===== src/rtl/seq_alu.sv =====
// Sequential ALU: single-cycle logic/add/sub, WIDTH-cycle shift-add MUL and restoring DIV; one op in flight.
// Latency 1 cycle (WIDTH+1 for MUL/DIV); result held with out_valid until out_ready, in_ready low meanwhile.
module seq_alu #(
    parameter int WIDTH = 8,
    parameter int OPW   = 4
) (
    input  logic             clk,
    input  logic             rst_n,
    input  logic             in_valid,
    output logic             in_ready,
    input  logic [WIDTH-1:0] opa,
    input  logic [WIDTH-1:0] opb,
    input  logic [OPW-1:0]   op,
    output logic             out_valid,
    input  logic             out_ready,
    output logic [WIDTH-1:0] result,
    output logic [WIDTH-1:0] result_hi,
    output logic             flag_z,
    output logic             flag_n,
    output logic             flag_c,
    output logic             flag_v,
    output logic             flag_dz,
    output logic             flag_err
);
    localparam int CW = $clog2(WIDTH + 1);
    localparam int M  = WIDTH - 1;

    typedef enum logic [1:0] {IDLE, BUSY, DONE} state_t;
    typedef struct packed {
        logic z, n, c, v, dz, err;
    } flags_t;

    state_t           state_q, state_d;
    logic [WIDTH-1:0] a_q, a_d, b_q, b_d, hi_q, hi_d, lo_q, lo_d;
    logic [WIDTH-1:0] res_q, res_d, res_hi_q, res_hi_d;
    logic [OPW-1:0]   op_q, op_d;
    logic [CW-1:0]    cnt_q, cnt_d;
    flags_t           flags_q, flags_d;
    logic [1:0]       rst_sync_q;

    // Release is synchronised so the first accept never races the reset edge.
    always_ff @(posedge clk or negedge rst_n) begin
        if (!rst_n) rst_sync_q <= 2'b00;
        else        rst_sync_q <= {rst_sync_q[0], 1'b1};
    end

    logic [WIDTH:0]   add_s, sub_s;
    logic [WIDTH-1:0] imm_res, imm_hi;
    flags_t           imm_fl;

    always_comb begin
        add_s   = {1'b0, opa} + {1'b0, opb};
        sub_s   = {1'b0, opa} - {1'b0, opb};
        imm_res = '0;
        imm_hi  = '0;
        imm_fl  = '0;
        case (op)
            4'h0: begin
                imm_res  = add_s[M:0];
                imm_fl.c = add_s[WIDTH];
                imm_fl.v = (opa[M] == opb[M]) && (add_s[M] != opa[M]);
            end
            4'h1: begin
                imm_res  = sub_s[M:0];
                imm_fl.c = sub_s[WIDTH];
                imm_fl.v = (opa[M] != opb[M]) && (sub_s[M] != opa[M]);
            end
            4'h2: imm_res = '0;
            4'h3: begin
                imm_res   = '1;
                imm_hi    = opa;
                imm_fl.dz = 1'b1;
            end
            4'h4: imm_res = ~opa;
            4'h5: imm_res = opa & opb;
            4'h6: imm_res = opa | opb;
            4'h7: imm_res = ~(opa & opb);
            4'h8: imm_res = ~(opa | opb);
            4'h9: imm_res = opa ^ opb;
            4'hA: begin imm_res = {opa[M-1:0], 1'b0};   imm_fl.c = opa[M]; end
            4'hB: begin imm_res = {1'b0, opa[M:1]};     imm_fl.c = opa[0]; end
            4'hC: begin imm_res = {opa[M], opa[M:1]};   imm_fl.c = opa[0]; end
            4'hD: begin imm_res = {opa[M-1:0], opa[M]}; imm_fl.c = opa[M]; end
            default: imm_fl.err = 1'b1;
        endcase
        // Divide-by-zero and illegal ops report only their dedicated flag.
        if (!imm_fl.err && !imm_fl.dz) begin
            imm_fl.z = (imm_res == '0);
            imm_fl.n = imm_res[M];
        end
    end

    // One iteration step of each multi-cycle datapath on the shared hi/lo pair.
    logic [WIDTH:0]   mul_s, div_sh, div_sub;
    logic [WIDTH-1:0] mul_hi, mul_lo, div_hi, div_lo;
    logic             div_bit;

    always_comb begin
        mul_s   = {1'b0, hi_q} + {1'b0, a_q & {WIDTH{lo_q[0]}}};
        mul_hi  = mul_s[WIDTH:1];
        mul_lo  = {mul_s[0], lo_q[M:1]};
        div_sh  = {hi_q, lo_q[M]};
        div_sub = div_sh - {1'b0, b_q};
        div_bit = (div_sh >= {1'b0, b_q});
        div_hi  = div_bit ? div_sub[M:0] : div_sh[M:0];
        div_lo  = {lo_q[M-1:0], div_bit};
    end

    always_comb begin
        state_d  = state_q;
        a_d      = a_q;
        b_d      = b_q;
        op_d     = op_q;
        hi_d     = hi_q;
        lo_d     = lo_q;
        cnt_d    = cnt_q;
        res_d    = res_q;
        res_hi_d = res_hi_q;
        flags_d  = flags_q;
        case (state_q)
            IDLE: if (in_valid && in_ready) begin
                a_d   = opa;
                b_d   = opb;
                op_d  = op;
                cnt_d = '0;
                hi_d  = '0;
                if (op == 4'h2) begin
                    lo_d    = opb;
                    state_d = BUSY;
                end else if (op == 4'h3 && opb != '0) begin
                    lo_d    = opa;
                    state_d = BUSY;
                end else begin
                    res_d    = imm_res;
                    res_hi_d = imm_hi;
                    flags_d  = imm_fl;
                    state_d  = DONE;
                end
            end
            BUSY: begin
                cnt_d = cnt_q + 1'b1;
                hi_d  = (op_q == 4'h2) ? mul_hi : div_hi;
                lo_d  = (op_q == 4'h2) ? mul_lo : div_lo;
                if (cnt_q == CW'(WIDTH - 1)) begin
                    res_d    = lo_d;
                    res_hi_d = hi_d;
                    flags_d  = '0;
                    flags_d.z = (lo_d == '0);
                    flags_d.n = lo_d[M];
                    flags_d.v = (op_q == 4'h2) && (hi_d != '0);
                    state_d  = DONE;
                end
            end
            DONE:    if (out_ready) state_d = IDLE;
            default: state_d = IDLE;
        endcase
    end

    always_ff @(posedge clk or negedge rst_n) begin
        if (!rst_n) begin
            state_q  <= IDLE;
            a_q      <= '0;
            b_q      <= '0;
            op_q     <= '0;
            hi_q     <= '0;
            lo_q     <= '0;
            cnt_q    <= '0;
            res_q    <= '0;
            res_hi_q <= '0;
            flags_q  <= '0;
        end else begin
            state_q  <= state_d;
            a_q      <= a_d;
            b_q      <= b_d;
            op_q     <= op_d;
            hi_q     <= hi_d;
            lo_q     <= lo_d;
            cnt_q    <= cnt_d;
            res_q    <= res_d;
            res_hi_q <= res_hi_d;
            flags_q  <= flags_d;
        end
    end

    assign in_ready  = (state_q == IDLE) && rst_sync_q[1];
    assign out_valid = (state_q == DONE);
    assign result    = res_q;
    assign result_hi = res_hi_q;
    assign flag_z    = flags_q.z;
    assign flag_n    = flags_q.n;
    assign flag_c    = flags_q.c;
    assign flag_v    = flags_q.v;
    assign flag_dz   = flags_q.dz;
    assign flag_err  = flags_q.err;
endmodule


===== config.mk =====
export PLATFORM = sky130hd
export DESIGN_NAME = seq_alu
export DESIGN_NICKNAME = d
export VERILOG_FILES = /design/src/rtl/seq_alu.sv
export SDC_FILE = /design/constraint.sdc
export NUM_CORES = 1
export LEC_CHECK = 0
export CAP_MARGIN = 0
export CELL_PAD_IN_SITES_DETAIL_PLACEMENT = 1
export CELL_PAD_IN_SITES_GLOBAL_PLACEMENT = 1
export CORE_MARGIN = 2
export CORE_UTILIZATION = 41
export CTS_BUF_LIST = sky130_fd_sc_hd__clkbuf_4
export DETAILED_ROUTE_END_ITERATION = 16
export PLACE_DENSITY_LB_ADDON = 0.3
export SYNTH_ARGS = -nofsm -noshare
export SYNTH_HDL_FRONTEND = slang
export SYNTH_SLANG_ARGS = --single-unit

===== constraint.sdc =====
create_clock -name clk -period 3 [get_ports clk]
set_clock_uncertainty 0.1 [all_clocks]
set_input_delay 0.9 -clock clk [delete_from_list [all_inputs] [get_ports clk]]
set_output_delay 0.9 -clock clk [all_outputs]
set_load 0.02 [all_outputs]

Word level (Yosys, flattened, before mapping) --
Cells that the tools add are included.
Word-level totals: bits of input ports 24, bits in registers 66, output and inout port bits 24
Operators by class: order comparisons 1, reduce and logical (&&, ||, !) cells 23, add/subtract/negate cells 5, mux-type cells 39, equality and inequality tests 27, bitwise logic cells 7
Operator list (count):
- two-way mux 8 bit | 16
- one-hot mux 8 bit (13 select lines) | 1
- one-hot mux 8 bit (2 select lines) | 4
- equality test 4 bit, second input constant | 6
- two-way mux 6 bit | 4
- inverter 8 bit | 3
- equality test 4 x 3 -> 1 bit, second input constant | 5
- adder 8 x 8 -> 9 bit | 2
- bitwise AND 8 bit | 2
- zero test 8 bit | 2
- nonzero test 8 bit | 2
- OR reduction 14 bit | 1
- equality test 4 x 2 -> 1 bit, second input constant | 3
- two-way mux 2 bit | 6
- one-hot mux 6 bit (2 select lines) | 1
- >= comparator 9 x 8 -> 1 bit | 1
- subtractor 8 x 8 -> 9 bit | 1
- != test 2 bit, second input constant | 4
- OR 8 bit | 1
- one-hot mux 4 bit (2 select lines) | 1
- subtractor 8 bit | 1
- XOR 8 bit | 1
- logical AND 1 bit | 7
- one-hot mux 2 bit (3 select lines) | 1
- 20 further kinds | 26

Longest topological paths before layout --
word-level depth 9, mapped depth 12, mapped depth without buffers 12

Least setup slack after synthesis --
Ideal clock, no wire load.
kind in2reg, start point input port opa[0], end point register flags_q, in the netlist flag_z, stages on the path 10, data required time 2826 ps, setup slack -113 ps, data arrival time 2939 ps, path through ha_1 -> fa_1 -> a21o_1 -> a21oi_2 -> nor2_1 -> a211o_1 -> a2111oi_4 -> and4_1 -> nand3_1 -> o21ai_2
On the way: cells in the longest elaborated chain, start to end 9
RTL lines:
- start: declaration | line 11 | input logic [WIDTH-1:0] opa,
- parallel branches: the longest is 2 deep, another holds subtractor 8 x 8 -> 9 bit
- one-hot mux 8 bit (13 select lines) (*) | line 57 | case (op)
- zero test 8 bit (*) | line 88 | imm_fl.z = (imm_res == '0);
- two-way mux 2 bit (*) | line 87 | if (!imm_fl.err && !imm_fl.dz) begin
- two-way mux 6 bit (*) | line 130 | end else if (op == 4'h3 && opb != '0) begin
- two-way mux 6 bit (*) | line 127 | if (op == 4'h2) begin
- two-way mux 6 bit (*) | line 121 | IDLE: if (in_valid && in_ready) begin
- one-hot mux 6 bit (2 select lines) (*) | line 120 | case (state_q)
- end signal: assignment | line 181 | flags_q <= flags_d;
- end: declaration | line 38 | flags_t flags_q, flags_d;
Mark *: on every way between the ends. The select of a mux whose other input is x is not followed. A chain may end at the register's enable or synchronous reset.

Final worst setup path --
start point register lo_q[0], end point register flags_q, in the netlist flag_v
On the way: cells in the longest elaborated chain, start to end 7
RTL lines:
- start: declaration | line 34 | logic [WIDTH-1:0] a_q, a_d, b_q, b_d, hi_q, hi_d, lo_q, lo_d;
- start signal: assignment | line 177 | lo_q <= lo_d;
- bitwise AND 8 bit | line 99 | mul_s = {1'b0, hi_q} + {1'b0, a_q & {WIDTH{lo_q[0]}}};
- adder 8 x 8 -> 9 bit | line 99
- two-way mux 8 bit | line 142 | hi_d = (op_q == 4'h2) ? mul_hi : div_hi;
- nonzero test 8 bit | line 150 | flags_d.v = (op_q == 4'h2) && (hi_d != '0);
- logical AND 1 bit | line 150
- two-way mux 6 bit | line 144 | if (cnt_q == CW'(WIDTH - 1)) begin
- one-hot mux 6 bit (2 select lines) | line 120
Every way passes these cells. The select of a mux whose other input is x is not followed.

==> run summary <==
- outcome: finished, violations left
- violations in the final reports: setup timing
- initial drt markers: 383
- Worst Hold Depth: 0
- worst-path maximum fanout: 3
- area share of the largest cell type after synthesis: 29.6%
- die extent in y: 121 µm
- Post-Layout Inst Area: 0.00775 mm²
- Tightest Pin Transition: 0.662 ns
- count of placed standard cells including taps: 1006
- grt total ovfl: 0
- number of cells in the finished layout apart from fillers: 1032
- leading cell types by count after synthesis: 79 x sky130_fd_sc_hd__nand2_1, 66 x sky130_fd_sc_hd__dfrtp_1, 59 x sky130_fd_sc_hd__nor2_1
- Max Freq: 317 MHz
- GRT Resource Usage Total: 31.4%
- fin crit share: 105%
- final hold violation count: 0
- gate count of the mapped netlist: 676
- remaining antenna violation count: 0
- cell with the largest stage delay on the worst path: sky130_fd_sc_hd__dfrtp_1
- first-pass iteration count of the detailed router: 4
- number of input and output port buffers inserted: 47
- Hold Crit Class: reg2reg
- final slew viol count: 0
- cell leakage power: 3.62 nW
- count of yosys warnings during synthesis: 0
- most area-consuming cells after synthesis: sky130_fd_sc_hd__dfrtp_1 30%, sky130_fd_sc_hd__ha_1 9.2%, sky130_fd_sc_hd__nand2_1 5.3%
- H-tree levels: 3
- cell type with the highest aggregate area in the netlist: sky130_fd_sc_hd__dfrtp_1
- setup violators final: 3
- Via Count: 6049
- final weighted congestion in routability-driven placement: 0.896
- WL final: 22.8 mm
- Worst Path Class, Setup: reg2reg
- Overall Power: 5.45 mW
- IR Drop Worst-Case VDD: 0.268 mV
- Synthesized Nets: 745
- flip-flop and latch count after synthesis: 66
- sequential cell area fraction in the yosys report: 29.6%
- Layout Nets: 919
- num rows: 42
- fill cell count: 1585
- initial core utilization: 42.1%
- Die Wd: 121 µm
- arrival time at the worst endpoint: 3.40 ns
- Top FF cell, synth: sky130_fd_sc_hd__dfrtp_1
- fraction of registers with async set or reset after synthesis: 100%
- largest incremental delay on the critical path: 0.42 ns
- power density of the placed cells: 703 mW/mm²
- synthesized area: 0.00558 mm²
- register clock-pin slew on the reported worst setup and hold paths: 0.13 ns
- Unique masters post-synth: 77
- post-route worst setup slack: -0.153 ns
- Die Area: 0.0146 mm²
- count leader, synth: sky130_fd_sc_hd__nand2_1
- DP Worst Slack: -0.820 ns
- # IOs: 48
- area of the placeable core: 0.0132 mm²
- layout cell share with drive strength beyond 1: 30.6%
- hold buffer count at cts: 0
- first-pass GRT wire length: 35.3 mm
- total CTS buffers: 9
- TritonCTS clock tree: yes
- setup repair after global routing missed its margin: yes
- antenna violations before repair: 1
- CTS sink count: 66
- post-DR wirelength/cell: 22.1 µm
- minimum clock period after layout: 3.15 ns
- Post-synth EDFFs: 0
- setup total negative slack: -0.169 ns
- sum of net half-perimeters after detailed placement: 17.2 mm
- relative max-transition margin: 55.8%
- mean instance size in the synthesized netlist: 8.26 µm²
- number of vias per cell after detailed routing: 5.86
- path depth of the worst reg2reg path: 12
- DRC violations left: 0
- # Max-Cap Violations: 0
- clock latency on the worst-skew pair: 0.46 ns
- P&R area growth vs syn: 38.8%
- endpoint kind of the worst setup timing path: register
- maximum number of buffers from clock root to sink: 2
- largest net degree at the start of global routing: 67
- nature of the critical path startpoint: register
- CP Data Required Time: 3.25 ns
- via count of the first global-routing pass: 6560
- placed standard-cell area: 0.00721 mm²
- cells along the critical path: and2_4, ha_4, fa_2, a211o_1, a211o_1, and2_4, o21a_1, nor3_2, a31oi_2, nor4_4, buf_4, o22ai_1
- clock root buffer: sky130_fd_sc_hd__clkbuf_4
## logic make-up after synthesis
| family | synth area share, % |
|---|---|
| multiplexers | 4.66 |
| AND/OR/NAND/NOR | 20.1 |
| AO/OA/AOI/OAI | 27.4 |
| XOR/XNOR | 1.73 |
| adder cells (fa/ha/maj) | 10.6 |
| flip-flops | 29.6 |
| buffers and inverters | 5.83 |
| other | 0.0672 |
## layer usage
layer  share of wire [%]  track usage, %
met3                 3.8            4.20
met1                  40            36.4
met2                  52            58.2
met5                   0               0
met4                 3.7            12.5
## final cells by class
| type | count | area [µm²] | share of cell area, % |
|---|---|---|---|
| inverters | 36 | 135 | 1.74 |
| repair buffers | 199 | 1670 | 21.6 |
| well taps | 176 | 220 | 2.84 |
| clock inverters | 6 | 41.3 | 0.533 |
| flip-flops and latches | 66 | 1650 | 21.3 |
| diodes | 1 | 2.50 | 0.0323 |
| multi-input cells | 538 | 3950 | 50.9 |
| clock buffers | 10 | 75.1 | 0.969 |
## report_power, final
group / internal [mW] / leakage (nW) / switching, mW
logic: 1.53 / 2.73 / 1.88
clock network: 0.181 / 0.0608 / 0.379
registers: 1.20 / 0.827 / 0.272
## stage by stage
step / utilization, % / hold WS [ns]
after floorplan: - / 0.231
after global placement: 54.4 / 0.240
after detailed placement: 54.4 / 0.237
after CTS: 57.0 / 0.267
after global routing: 58.5 / 0.279
final: 58.5 / 0.266
## worst paths after layout
check | slack, ns | endpoint | start
hold / removal | 0.27 | rst_sync_q[1] | rst_sync_q[0]
max in group asynchronous | 2.14 | result[4] | rst_n
setup reg to reg | -0.15 | flag_v | lo_q[0]
hold reg to reg | 0.27 | rst_sync_q[1] | rst_sync_q[0]
setup / recovery | -0.15 | flag_v | lo_q[0]
min in group asynchronous | 0.32 | b_q[6] | rst_n
## registers in the layout, indices dropped and copies added (netlist names)
name,cells
flag_v,1
cnt_q,4
flag_c,1
result,8
a_q,8
state_q,2
flag_err,1
flag_n,1
op_q,4
rst_sync_q,2
result_hi,8
lo_q,8
flag_z,1
flag_dz,1
hi_q,8
b_q,8
## cells in the final DEF (no fill, tap or decap), drive strengths merged, types with 9 or more instances in the layout
cell	n
inv	38
a21oi	51
o21ai	51
nand2	80
nor3	20
nor2	59
and2	14
mux2	16
nand3	13
a211oi	10
buf	155
nand2b	16
clkbuf	10
clkdlybuf4s50	32
a21o	17
o21bai	9
ha	41
dfrtp	66
## critical path: cells and delay by family, from the launching register on
kind	cells	cell delay (ns)
AND/OR/NAND/NOR	4	0.93
flip-flops	1	0.42
buffers and inverters	1	0.17
AO/OA/AOI/OAI	5	0.92
adder cells (fa/ha/maj)	2	0.50
## what timing repair did
action                                 CTS  global route
setup endpoints to repair               20            19
buffers inserted                         7             4
pin swaps                               16            22
resized for setup                       53            43
endpoints found under the hold margin    0             0
No activity file was read; power rests on OpenSTA's default activity.
